$ cat src/rtl/axi_master_pkg.sv
// Shared types for the AXI4-Lite control-port initiator.
// State encoding, AXI response codes and the command/response record layouts
// at the default geometry (8-bit address, 32-bit data).
package axi_master_pkg;

    typedef enum logic [2:0] {
        IDLE,
        WR_REQ,
        WR_RESP,
        RD_REQ,
        RD_RESP,
        RSP,
        DRAIN
    } state_t;

    localparam logic [1:0] RESP_OKAY   = 2'b00;
    localparam logic [1:0] RESP_SLVERR = 2'b10;
    localparam logic [1:0] RESP_DECERR = 2'b11;

    localparam int DEF_ADDR_W = 8;
    localparam int DEF_DATA_W = 32;

    typedef struct packed {
        logic                      write;
        logic [DEF_ADDR_W-1:0]     addr;
        logic [DEF_DATA_W-1:0]     wdata;
        logic [DEF_DATA_W/8-1:0]   wstrb;
    } cmd_t;

    typedef struct packed {
        logic [DEF_DATA_W-1:0]     rdata;
        logic [1:0]                resp;
        logic                      timeout;
    } rsp_t;

endpackage

$ cat src/rtl/axi_lite_ctrl_master.sv
// AXI4-Lite initiator for one tile's control slave port.
// One command in flight; every command yields exactly one response.
// Optional feature: define AXI_MASTER_TIMEOUT_EN to add a response timeout
// (synthesized SLVERR response, then a DRAIN state that swallows the late B/R).
module axi_lite_ctrl_master
    import axi_master_pkg::*;
#(
    parameter int AXI_ADDR       = 8,
    parameter int BW_AXI         = 32,
    parameter int BWB_AXI        = BW_AXI / 8,
    parameter int TIMEOUT_CYCLES = 1024
) (
    input  logic                clk_control,
    input  logic                clk_control_rst_low,
    input  logic                cmd_valid,
    output logic                cmd_ready,
    input  logic                cmd_write,
    input  logic [AXI_ADDR-1:0] cmd_addr,
    input  logic [BW_AXI-1:0]   cmd_wdata,
    input  logic [BWB_AXI-1:0]  cmd_wstrb,
    output logic                rsp_valid,
    input  logic                rsp_ready,
    output logic [BW_AXI-1:0]   rsp_rdata,
    output logic [1:0]          rsp_resp,
    output logic                rsp_timeout,
    output logic [AXI_ADDR-1:0] control_M_AXI_AWADDR,
    output logic                control_M_AXI_AWVALID,
    input  logic                control_M_AXI_AWREADY,
    output logic [BW_AXI-1:0]   control_M_AXI_WDATA,
    output logic [BWB_AXI-1:0]  control_M_AXI_WSTRB,
    output logic                control_M_AXI_WVALID,
    input  logic                control_M_AXI_WREADY,
    input  logic [1:0]          control_M_AXI_BRESP,
    input  logic                control_M_AXI_BVALID,
    output logic                control_M_AXI_BREADY,
    output logic [AXI_ADDR-1:0] control_M_AXI_ARADDR,
    output logic                control_M_AXI_ARVALID,
    input  logic                control_M_AXI_ARREADY,
    input  logic [BW_AXI-1:0]   control_M_AXI_RDATA,
    input  logic [1:0]          control_M_AXI_RRESP,
    input  logic                control_M_AXI_RVALID,
    output logic                control_M_AXI_RREADY
);

    // A zero or negative timeout would make the counter compare meaningless.
    if (TIMEOUT_CYCLES < 1) begin : g_bad_timeout
        $error("TIMEOUT_CYCLES must be at least 1");
    end

    state_t                state_reg,      state_next;
    logic [AXI_ADDR-1:0]   addr_reg,       addr_next;
    logic [BW_AXI-1:0]     wdata_reg,      wdata_next;
    logic [BWB_AXI-1:0]    wstrb_reg,      wstrb_next;
    logic                  awvalid_reg,    awvalid_next;
    logic                  wvalid_reg,     wvalid_next;
    logic                  bready_reg,     bready_next;
    logic                  arvalid_reg,    arvalid_next;
    logic                  rready_reg,     rready_next;
    logic                  cmd_ready_reg,  cmd_ready_next;
    logic                  rsp_valid_reg,  rsp_valid_next;
    logic [BW_AXI-1:0]     rsp_rdata_reg,  rsp_rdata_next;
    logic [1:0]            rsp_resp_reg,   rsp_resp_next;
    logic                  aw_ok;
    logic                  w_ok;

`ifdef AXI_MASTER_TIMEOUT_EN
    localparam int TIMER_W = $clog2(TIMEOUT_CYCLES + 1);
    logic [TIMER_W-1:0]    timer_reg,       timer_next;
    logic                  rsp_timeout_reg, rsp_timeout_next;
    logic                  wr_reg,          wr_next;
`endif

    // A write channel is finished once its VALID has been dropped, or it handshakes now.
    assign aw_ok = !awvalid_reg || control_M_AXI_AWREADY;
    assign w_ok  = !wvalid_reg  || control_M_AXI_WREADY;

    // Next-state and next-output computation; every register holds by default.
    always_comb begin
        state_next     = state_reg;
        addr_next      = addr_reg;
        wdata_next     = wdata_reg;
        wstrb_next     = wstrb_reg;
        awvalid_next   = awvalid_reg;
        wvalid_next    = wvalid_reg;
        bready_next    = bready_reg;
        arvalid_next   = arvalid_reg;
        rready_next    = rready_reg;
        cmd_ready_next = cmd_ready_reg;
        rsp_valid_next = rsp_valid_reg;
        rsp_rdata_next = rsp_rdata_reg;
        rsp_resp_next  = rsp_resp_reg;
`ifdef AXI_MASTER_TIMEOUT_EN
        timer_next       = timer_reg;
        rsp_timeout_next = rsp_timeout_reg;
        wr_next          = wr_reg;
`endif
        case (state_reg)
            IDLE: begin
                if (cmd_valid && cmd_ready_reg) begin
                    cmd_ready_next = 1'b0;
                    addr_next      = cmd_addr;
`ifdef AXI_MASTER_TIMEOUT_EN
                    wr_next        = cmd_write;
`endif
                    if (cmd_write) begin
                        wdata_next   = cmd_wdata;
                        wstrb_next   = cmd_wstrb;
                        awvalid_next = 1'b1;
                        wvalid_next  = 1'b1;
                        state_next   = WR_REQ;
                    end else begin
                        arvalid_next = 1'b1;
                        state_next   = RD_REQ;
                    end
                end
            end
            WR_REQ: begin
                if (awvalid_reg && control_M_AXI_AWREADY) awvalid_next = 1'b0;
                if (wvalid_reg && control_M_AXI_WREADY)   wvalid_next  = 1'b0;
                if (aw_ok && w_ok) begin
                    bready_next = 1'b1;
                    state_next  = WR_RESP;
                end
            end
            WR_RESP: begin
                if (control_M_AXI_BVALID) begin
                    bready_next    = 1'b0;
                    rsp_resp_next  = control_M_AXI_BRESP;
                    rsp_rdata_next = '0;
                    rsp_valid_next = 1'b1;
                    state_next     = RSP;
                end
`ifdef AXI_MASTER_TIMEOUT_EN
                else if (timer_reg == TIMER_W'(TIMEOUT_CYCLES - 1)) begin
                    bready_next      = 1'b0;
                    rsp_resp_next    = RESP_SLVERR;
                    rsp_timeout_next = 1'b1;
                    rsp_rdata_next   = '0;
                    rsp_valid_next   = 1'b1;
                    state_next       = RSP;
                end
`endif
            end
            RD_REQ: begin
                if (control_M_AXI_ARREADY) begin
                    arvalid_next = 1'b0;
                    rready_next  = 1'b1;
                    state_next   = RD_RESP;
                end
            end
            RD_RESP: begin
                if (control_M_AXI_RVALID) begin
                    rready_next    = 1'b0;
                    rsp_resp_next  = control_M_AXI_RRESP;
                    rsp_rdata_next = control_M_AXI_RDATA;
                    rsp_valid_next = 1'b1;
                    state_next     = RSP;
                end
`ifdef AXI_MASTER_TIMEOUT_EN
                else if (timer_reg == TIMER_W'(TIMEOUT_CYCLES - 1)) begin
                    rready_next      = 1'b0;
                    rsp_resp_next    = RESP_SLVERR;
                    rsp_timeout_next = 1'b1;
                    rsp_rdata_next   = '0;
                    rsp_valid_next   = 1'b1;
                    state_next       = RSP;
                end
`endif
            end
            RSP: begin
                if (rsp_ready) begin
                    rsp_valid_next = 1'b0;
`ifdef AXI_MASTER_TIMEOUT_EN
                    rsp_timeout_next = 1'b0;
                    // The slave still owes a B/R beat; absorb it before taking new work.
                    if (rsp_timeout_reg) begin
                        bready_next = wr_reg;
                        rready_next = !wr_reg;
                        state_next  = DRAIN;
                    end else
`endif
                    begin
                        cmd_ready_next = 1'b1;
                        state_next     = IDLE;
                    end
                end
            end
`ifdef AXI_MASTER_TIMEOUT_EN
            DRAIN: begin
                if ((control_M_AXI_BVALID && bready_reg) || (control_M_AXI_RVALID && rready_reg)) begin
                    bready_next    = 1'b0;
                    rready_next    = 1'b0;
                    cmd_ready_next = 1'b1;
                    state_next     = IDLE;
                end
            end
`endif
            default: state_next = IDLE;
        endcase
`ifdef AXI_MASTER_TIMEOUT_EN
        // Restart on every state change; count only while waiting on the slave, saturating.
        if (state_next != state_reg) begin
            timer_next = '0;
        end else if ((state_reg == WR_REQ || state_reg == WR_RESP ||
                      state_reg == RD_REQ || state_reg == RD_RESP) &&
                     timer_reg != TIMER_W'(TIMEOUT_CYCLES)) begin
            timer_next = timer_reg + TIMER_W'(1);
        end
`endif
    end

    // State and output register bank; reset leaves only cmd_ready set.
    always_ff @(posedge clk_control or negedge clk_control_rst_low) begin
        if (!clk_control_rst_low) begin
            state_reg     <= IDLE;
            addr_reg      <= '0;
            wdata_reg     <= '0;
            wstrb_reg     <= '0;
            awvalid_reg   <= 1'b0;
            wvalid_reg    <= 1'b0;
            bready_reg    <= 1'b0;
            arvalid_reg   <= 1'b0;
            rready_reg    <= 1'b0;
            cmd_ready_reg <= 1'b1;
            rsp_valid_reg <= 1'b0;
            rsp_rdata_reg <= '0;
            rsp_resp_reg  <= '0;
`ifdef AXI_MASTER_TIMEOUT_EN
            timer_reg       <= '0;
            rsp_timeout_reg <= 1'b0;
            wr_reg          <= 1'b0;
`endif
        end else begin
            state_reg     <= state_next;
            addr_reg      <= addr_next;
            wdata_reg     <= wdata_next;
            wstrb_reg     <= wstrb_next;
            awvalid_reg   <= awvalid_next;
            wvalid_reg    <= wvalid_next;
            bready_reg    <= bready_next;
            arvalid_reg   <= arvalid_next;
            rready_reg    <= rready_next;
            cmd_ready_reg <= cmd_ready_next;
            rsp_valid_reg <= rsp_valid_next;
            rsp_rdata_reg <= rsp_rdata_next;
            rsp_resp_reg  <= rsp_resp_next;
`ifdef AXI_MASTER_TIMEOUT_EN
            timer_reg       <= timer_next;
            rsp_timeout_reg <= rsp_timeout_next;
            wr_reg          <= wr_next;
`endif
        end
    end

    assign cmd_ready             = cmd_ready_reg;
    assign rsp_valid             = rsp_valid_reg;
    assign rsp_rdata             = rsp_rdata_reg;
    assign rsp_resp              = rsp_resp_reg;
    assign control_M_AXI_AWADDR  = addr_reg;
    assign control_M_AXI_AWVALID = awvalid_reg;
    assign control_M_AXI_WDATA   = wdata_reg;
    assign control_M_AXI_WSTRB   = wstrb_reg;
    assign control_M_AXI_WVALID  = wvalid_reg;
    assign control_M_AXI_BREADY  = bready_reg;
    assign control_M_AXI_ARADDR  = addr_reg;
    assign control_M_AXI_ARVALID = arvalid_reg;
    assign control_M_AXI_RREADY  = rready_reg;
`ifdef AXI_MASTER_TIMEOUT_EN
    assign rsp_timeout = rsp_timeout_reg;
`else
    assign rsp_timeout = 1'b0;
`endif

endmodule

$ cat config.mk
export PLATFORM = sky130hd
export DESIGN_NAME = axi_lite_ctrl_master
export DESIGN_NICKNAME = d
export VERILOG_FILES = /design/src/rtl/axi_master_pkg.sv /design/src/rtl/axi_lite_ctrl_master.sv
export SDC_FILE = /design/constraint.sdc
export NUM_CORES = 1
export LEC_CHECK = 0
export BUFFER_PORTS_ARGS = -buffer_cell sky130_fd_sc_hd__buf_2
export CAP_MARGIN = 20
export CORE_MARGIN = 1.5
export CORE_UTILIZATION = 45
export CTS_CLUSTER_SIZE = 14
export DETAILED_ROUTE_END_ITERATION = 10
export PLACE_DENSITY = 0.79
export SKIP_LAST_GASP = 1
export SLEW_MARGIN = 20
export SYNTH_ARGS = -nofsm -noshare
export SYNTH_HDL_FRONTEND = slang
export SYNTH_SLANG_ARGS = --single-unit
$ cat constraint.sdc
create_clock -name clk_control -period 2 [get_ports clk_control]
set_input_delay 0.4 -clock clk_control [delete_from_list [all_inputs] [get_ports clk_control]]
set_output_delay 0.4 -clock clk_control [all_outputs]
set_load 0.02 [all_outputs]
# After elaboration in Yosys (flattened, before gate mapping)
# Cells that the tools add are included.
# word_totals
input_bits	90
regBits	88
word_cells	92
output_inout_bits	94
# classes
muxes	37
eq_ne	15
reduce_logical	27
# op_table
op	n
$mux 32	2
$pmux 32 s2	1
$ne 2x2->1 const B	10
$mux 3	6
$pmux 3 s6	1
$mux 1	16
$reduce_and 4->1	4
$reduce_and 3->1	5
$pmux 1 s2	6
$reduce_bool 2->1	6
$eq 3x2->1 const B	2
$eq 3x3->1 const B	2
$mux 2	3
$reduce_and 6->1	1
$logic_and 1x1->1	4
$pmux 2 s2	1
$eq 3x1->1 const B	1
$logic_not 3->1	1
$pmux 1 s3	1
$reduce_bool 3->1	1
$logic_not 1->1	2
$logic_or 1x1->1	2
$reduce_and 2->1	1

# Longest topological paths before layout
# Gate-level depths: netlist (run 1).
# logic_depth
word_depth	5
mapped_depth	6
mapped_depth_nobuf	4

# Worst setup path after synthesis (run 1)
# No wires, ideal clock.
# synth_timing
kind	register -> register
from	register cmd_ready_reg (netlist: cmd_ready)
to	register wdata_reg[21] (netlist: control_M_AXI_WDATA[21])
period_less_slack_ns	1.845
setup_ns	0.125
path_buffers	1
t_arrival_ns	1.720
stages_incl_launch_ff	5
required_ns	1.875
slack_ns	0.155
path_cell_list	dfstp_2 -> nand3_1 -> nor4_4 -> buf_6 -> mux2_2
# synth_between
elab_chain_cells	2
# synth_lines
element	line	text
start, declared	axi_lite_ctrl_master.sv:59	logic cmd_ready_reg, cmd_ready_next;
start signal, assigned	axi_lite_ctrl_master.sv:243	cmd_ready_reg <= cmd_ready_next;
$logic_and 1x1->1	axi_lite_ctrl_master.sv:99	if (cmd_valid && cmd_ready_reg) begin
$reduce_and 3->1 (no line)	n/a	
end signal, assigned	axi_lite_ctrl_master.sv:236	wdata_reg <= wdata_next;
end, declared	axi_lite_ctrl_master.sv:52	logic [BW_AXI-1:0] wdata_reg, wdata_next;
# Every way passes these cells.
# A chain may end at the register's enable or synchronous reset.

# Worst setup path in the final report (run 1)
# layout_timing
from	register state_reg[1]
to	register addr_reg[6] (netlist: control_M_AXI_ARADDR[6])
# layout_between
elab_chain_cells	2
# layout_lines
element	line	text
start, declared	axi_lite_ctrl_master.sv:50	state_t state_reg, state_next;
start signal, assigned	axi_lite_ctrl_master.sv:234	state_reg <= state_next;
$logic_not 3->1	axi_lite_ctrl_master.sv:97	case (state_reg)
$reduce_and 2->1 (no line)	n/a	
end signal, assigned	axi_lite_ctrl_master.sv:235	addr_reg <= addr_next;
end, declared	axi_lite_ctrl_master.sv:51	logic [AXI_ADDR-1:0] addr_reg, addr_next;
# Every way passes these cells.

==> flow_metrics.env, run 1 <==
export IMPL_outcome="finished clean"
export IMPL_synth_seq_cells=88
export IMPL_clock_path_buffers=2
export IMPL_hold_path_class="in -> reg"
export IMPL_drtAntennaViolNets=0
export IMPL_cts_buffers=9
export IMPL_initial_core_util=0.465
export IMPL_antenna_found_initial=0
export IMPL_instances_no_fill=601
export IMPL_ctsResizeCount=0
export IMPL_yosys_area_top_type="dfrtp_1"
export IMPL_endpoint_kind="flop"
export IMPL_drt_pre_antenna_iters=4
export IMPL_vias_per_cell=4.83
export IMPL_gp_congestion=0.877
export IMPL_drive_gt1_frac=0.501
export IMPL_cp_start_kind="flop"
export IMPL_syn_nets=408
export IMPL_drv_slew=0
export IMPL_async_flop_share=1.00
export IMPL_grt_max_degree=70
export IMPL_cts_root_buf="clkbuf_8"
export IMPL_dieArea_um2=8570
export IMPL_synthCells=318
export IMPL_synth_area_per_cell_um2=11.4
export IMPL_crit_chain="buf_4, nor2_1, nand4b_1, mux2_2"
export IMPL_routed_wl_um=7980
export IMPL_fp_coreArea_um2=7770
export IMPL_setup_viol=0
export IMPL_hold_viol_final=0
export IMPL_setup_tns_ns=0
export IMPL_path_class="reg -> reg"
export IMPL_dp_hpwl_um=5930
export IMPL_maxSlewHeadroom=0.641
export IMPL_die_width_um=92.6
export IMPL_ys_seq_area_frac=0.610
export IMPL_fin_skew_ns=0.0110
export IMPL_synth_main_ff_cell="dfrtp_1"
export IMPL_io_pins=184
export IMPL_dp_cells=584
export IMPL_yosys_area_top_type_share=0.603
export IMPL_grt_pass1_vias=2696
export IMPL_synth_area_top_cells="dfrtp_1 60%, mux2_2 12%, nand2_1 7.6%"
export IMPL_yosysMostFrequentCell="dfrtp_1"
export IMPL_yosysUniqueCellTypes=30
export IMPL_area_growth_synth_to_final_pct=33.7
export IMPL_synth_commonest_cells="87 x dfrtp_1, 73 x nand2_1, 40 x mux2_2, 39 x o21ai_0, 10 x nor2_1"
export IMPL_power_density_nw_per_um2=1600
export IMPL_max_freq_mhz=554
export IMPL_drc_errors=0
export IMPL_htreeDepth=3
export IMPL_clk_pin_slew_ns=0.09
export IMPL_finalNetCount=584
export IMPL_ir_drop_uv=828
export IMPL_antenna_cells=0
export IMPL_clk_insertion_delay_late_ns=0.35
export IMPL_slowest_stage="dfrtp_1"
export IMPL_worstMarginPinSlew_ns=0.538
export IMPL_crit_path_max_incr_delay_ns=0.46
export IMPL_period_share=0.902
export IMPL_overflow=0
export IMPL_required_ns=2.23
export IMPL_path_max_fanout=9
export IMPL_cellLeakagePower_nw=2.63
export IMPL_cts_tree="built"
export IMPL_num_rows=32
export IMPL_drt_iter0_markers=133
export IMPL_die_height_um=92.6
export IMPL_maxCapViolCount=0
export IMPL_cts_setup_buffers=0
export IMPL_synth_edff_count=0
export IMPL_num_vias=2902
export IMPL_grt_usage=0.188
export IMPL_period_minus_slack_ns=1.80
export IMPL_crit_arrival_ns=2.04
export IMPL_port_buffers=182
export IMPL_n_fill_cell=663
export IMPL_grt_pass1_wl_um=12600
export IMPL_rsz0062_at_grt="no"
export IMPL_wl_per_cell_um=13.3
export IMPL_ys_warn_count=0
export IMPL_syn_area_um2=3610
export IMPL_cts_sinks=88
[worst paths after layout]
kind	from	endpoint	slack (ns)	depth (start not counted)
max in group asynchronous	clk_control_rst_low	cmd_ready	0.85	3
worst max-delay path	state_reg[1]	control_M_AXI_ARADDR[6]	0.20	4
worst min register to register	rsp_rdata[13]	rsp_rdata[13]	0.48	2
worst max register to register	state_reg[1]	control_M_AXI_ARADDR[6]	0.20	4
min in group asynchronous	clk_control_rst_low	rsp_rdata[11]	0.55	2
worst min-delay path	cmd_wdata[6]	control_M_AXI_WDATA[6]	0.28	2
[report_power, final]
group / switching [mW] / leakage, nW / internal, mW / total (mW)
Sequential: 0.467 / 1.17 / 2.58 / 3.04
Clock: 0.633 / 0.107 / 0.716 / 1.35
Combinational: 2.09 / 1.35 / 1.25 / 3.34
Total: 3.19 / 2.63 / 4.54 / 7.73
[per-layer routing]
layer | share of wire | global-route usage | wire length (µm) | vias to the layer above
li1 | - | - | - | 1417
met1 | 0.43 | 0.239 | 3420 | 1330
met2 | 0.47 | 0.309 | 3790 | 144
met3 | 0.083 | 0.0476 | 662 | 11
met4 | 0.015 | 0.0731 | 116 | 0
met5 | 0 | 0 | 0 | -
[logic make-up (layout without fill, tap and decap cells)]
group / count (synthesis) / after routing / synth area share
AOI/OAI and AO/OA: 57 / 57 / 0.0839
buffers and inverters: 32 / 213 / 0.0513
DFF: 88 / 88 / 0.610
muxes: 46 / 46 / 0.143
other: 1 / 1 / 0.00104
and+or+nand+nor: 94 / 94 / 0.111
[critical path, delay by kind of cell, from the launching register on]
family / cells / cell delay [ns]
AND/OR/NAND/NOR: 2 / 0.61
buffers and inverters: 1 / 0.20
multiplexers: 1 / 0.42
flip-flops: 1 / 0.46
[stage by stage]
step / power (mW) / hold slack (ns) / util / worst slack, ns / cell area [µm²]
finish: 7.73 / 0.278 / 0.622 / 0.197 / 4830
global route: 8.27 / 0.256 / 0.622 / 0.0614 / 4830
CTS: 7.80 / 0.260 / 0.621 / 0.172 / 4820
detailed placement: 6.44 / 0.381 / 0.591 / 0.123 / 4590
global placement: 6.33 / 0.365 / 0.591 / 0.212 / 4590
floorplan: 5.24 / 0.104 / - / 0.155 / 3610
[layout make-up]
class	instances	area [µm²]	area share
Sequential cell	88	2200	0.456
Multi-Input combinational cell	198	1230	0.255
Timing Repair Buffer	191	1020	0.211
Tap cell	102	128	0.0264
Clock buffer	9	124	0.0256
Clock inverter	7	101	0.0210
Inverter	6	22.5	0.00466
[what timing repair did]
action                                  4_1_cts  5_1_grt
endpoints found under the setup margin        0        0
hold endpoints to repair                     23        0
hold buffers                                  1        0
[cells in the final DEF, fill, tap and decap left out]
cell           instances
inv_6                  3
dlygate4sd3_1          1
a31oi_1                2
o21ai_0               39
conb_1                 1
nor2_2                 1
o22ai_1                2
buf_12                 3
dfstp_2                1
a221oi_1               1
inv_1                  6
nor2_1                10
nor3_1                 1
bufinv_16              2
and3b_1                1
nor4_4                 1
nand3b_1               2
clkinvlp_4             2
nand2b_1               3
a21oi_1                5
mux2_1                 4
mux2_2                40
dfrtp_1               87
buf_4                  6
nand4b_1               1
mux2i_1                2
o22a_1                 1
buf_2                181
nand3_1                1
o21ai_1                5
nand2_1               73
a21o_4                 1
a22oi_1                1
clkbuf_8               9
Power figures use the tool's default switching activity.
==> inputs of run 2 (changes only) <==
Settings changed: BUFFER_PORTS_ARGS -buffer_cell sky130_fd_sc_hd__buf_2 to -buffer_cell sky130_fd_sc_hd__buf_4.
==> flow_metrics.env, run 2 (synthesized netlist as in run 1, its figures left out) <==
export IMPL_drc_errors=0
export IMPL_antenna_found_initial=0
export IMPL_place_ws_ns=0.233
export IMPL_grt_util_met3=0.0632
export IMPL_num_rows=32
export IMPL_mostFrequentLayoutCells="185 x buf_4, 87 x dfrtp_1, 73 x nand2_1, 40 x mux2_2, 39 x o21ai_0"
export IMPL_ir_drop_uv=750
export IMPL_required_ns=2.23
export IMPL_drive_gt1_frac=0.497
export IMPL_rsz0062_at_grt="no"
export IMPL_vias_per_cell=4.84
export IMPL_grt_pass1_vias=2794
export IMPL_setup_ws_ns=0.208
export IMPL_clk_insertion_delay_late_ns=0.34
export IMPL_period_share=0.896
export IMPL_cp_start_kind="flop"
export IMPL_grtUsageMet1=0.256
export IMPL_max_freq_mhz=558
export IMPL_dieArea_um2=8570
export IMPL_num_vias=2899
export IMPL_cts_root_buf="clkbuf_8"
export IMPL_drt_iter0_markers=85
export IMPL_drtAntennaViolNets=0
export IMPL_die_width_um=92.6
export IMPL_hold_viol_final=0
export IMPL_crit_arrival_ns=2.02
export IMPL_io_pins=184
export IMPL_antenna_cells=0
export IMPL_fp_coreArea_um2=7770
export IMPL_fin_skew_ns=0.0107
export IMPL_n_fill_cell=601
export IMPL_overflow=0
export IMPL_drv_slew=0
export IMPL_hold_path_class="in -> reg"
export IMPL_setup_tns_ns=0
export IMPL_htreeDepth=3
export IMPL_cts_sinks=88
export IMPL_p_total_mw=8.26
export IMPL_gp_congestion=0.838
export IMPL_outcome="finished clean"
export IMPL_setup_viol=0
export IMPL_grt_use_met2=0.330
export IMPL_path_max_fanout=16
export IMPL_grt_usage=0.202
export IMPL_grt_pass1_wl_um=13400
export IMPL_drt_pre_antenna_iters=6
export IMPL_cts_tree="built"
export IMPL_period_minus_slack_ns=1.79
export IMPL_die_height_um=92.6
export IMPL_endpoint_kind="flop"
export IMPL_dp_hpwl_um=6460
export IMPL_maxCapViolCount=0
export IMPL_clk_pin_slew_ns=0.08
export IMPL_finalNetCount=583
export IMPL_cts_buffers=9
export IMPL_final_common_cell="buf_4"
export IMPL_busiest_layer="met2"
export IMPL_path_class="reg -> reg"
export IMPL_ctsResizeCount=0
export IMPL_initial_core_util=0.465
export IMPL_area_growth_synth_to_final_pct=45.8
export IMPL_routed_wl_um=8580
export IMPL_grt_max_degree=52
export IMPL_cellLeakagePower_nw=2.72
export IMPL_port_buffers=182
export IMPL_power_density_nw_per_um2=1570
export IMPL_wl_per_cell_um=14.3
export IMPL_clock_path_buffers=2
==> run 2: cell types whose count changed in the layout (fill, tap and decap cells not counted), sizes merged <==
cell,delta
clkinv,+3
clkbuf,+1
inv,-3
buf,-1
clkinvlp,-2
==> run 2: worst paths after layout <==
check                               startpoint  slack (ns)                 endpoint  cells after the start
setup / recovery                  state_reg[1]        0.21  control_M_AXI_ARADDR[4]                      3
hold / removal                       cmd_write        0.27    control_M_AXI_ARVALID                      2
setup reg to reg                  state_reg[1]        0.21  control_M_AXI_ARADDR[4]                      3
hold reg to reg                   rsp_rdata[5]        0.49             rsp_rdata[5]                      2
max in group asynchronous  clk_control_rst_low        0.84            rsp_rdata[29]                      3
min in group asynchronous  clk_control_rst_low        0.53   control_M_AXI_WDATA[1]                      2
==> run 2: worst max-delay path, stage by stage (launching register included) <==
cell	delay (ns)
dfrtp_1	0.56
nor2_1	0.27
nand4b_1	0.42
mux2_2	0.43
==> run 2: timing repair <==
action / in CTS / in global routing
hold endpoints to repair: 30 / 0
setup buffers: 0 / 0
endpoints found under the setup margin: 0 / 0
hold buffers: 1 / 0
==> run 2: per-stage QoR <==
stage | utilization | hold slack, ns | cell area, µm² | instances
floorplan | - | 0.104 | 3610 | 318
global placement | 0.650 | 0.358 | 5050 | 583
detailed placement | 0.650 | 0.369 | 5050 | 583
CTS | 0.678 | 0.244 | 5270 | 599
global route | 0.678 | 0.253 | 5270 | 599
finish | 0.678 | 0.268 | 5270 | 599
==> run 2: power breakdown <==
group / internal (mW) / switching (mW) / total (mW)
sequential: 2.58 / 0.539 / 3.12
combinational: 1.77 / 2.08 / 3.85
clock: 0.700 / 0.590 / 1.29
==> run 2: per-layer routing <==
metal | vias to the layer above | routed length (µm)
met1 | 1357 | 3600
li1 | 1400 | -
met3 | 8 | 742
met4 | 0 | 77
met2 | 134 | 4160
met5 | - | 0
==> run 2: cell type report <==
cell class | count | area (µm²) | area share
timing repair buffer | 190 | 1480 | 0.281
tap | 102 | 128 | 0.0242
multi-input combinational | 198 | 1220 | 0.232
sequential | 88 | 2200 | 0.418
clock inverter | 5 | 82.6 | 0.0157
inverter | 6 | 22.5 | 0.00428
clock buffer | 10 | 128 | 0.0242
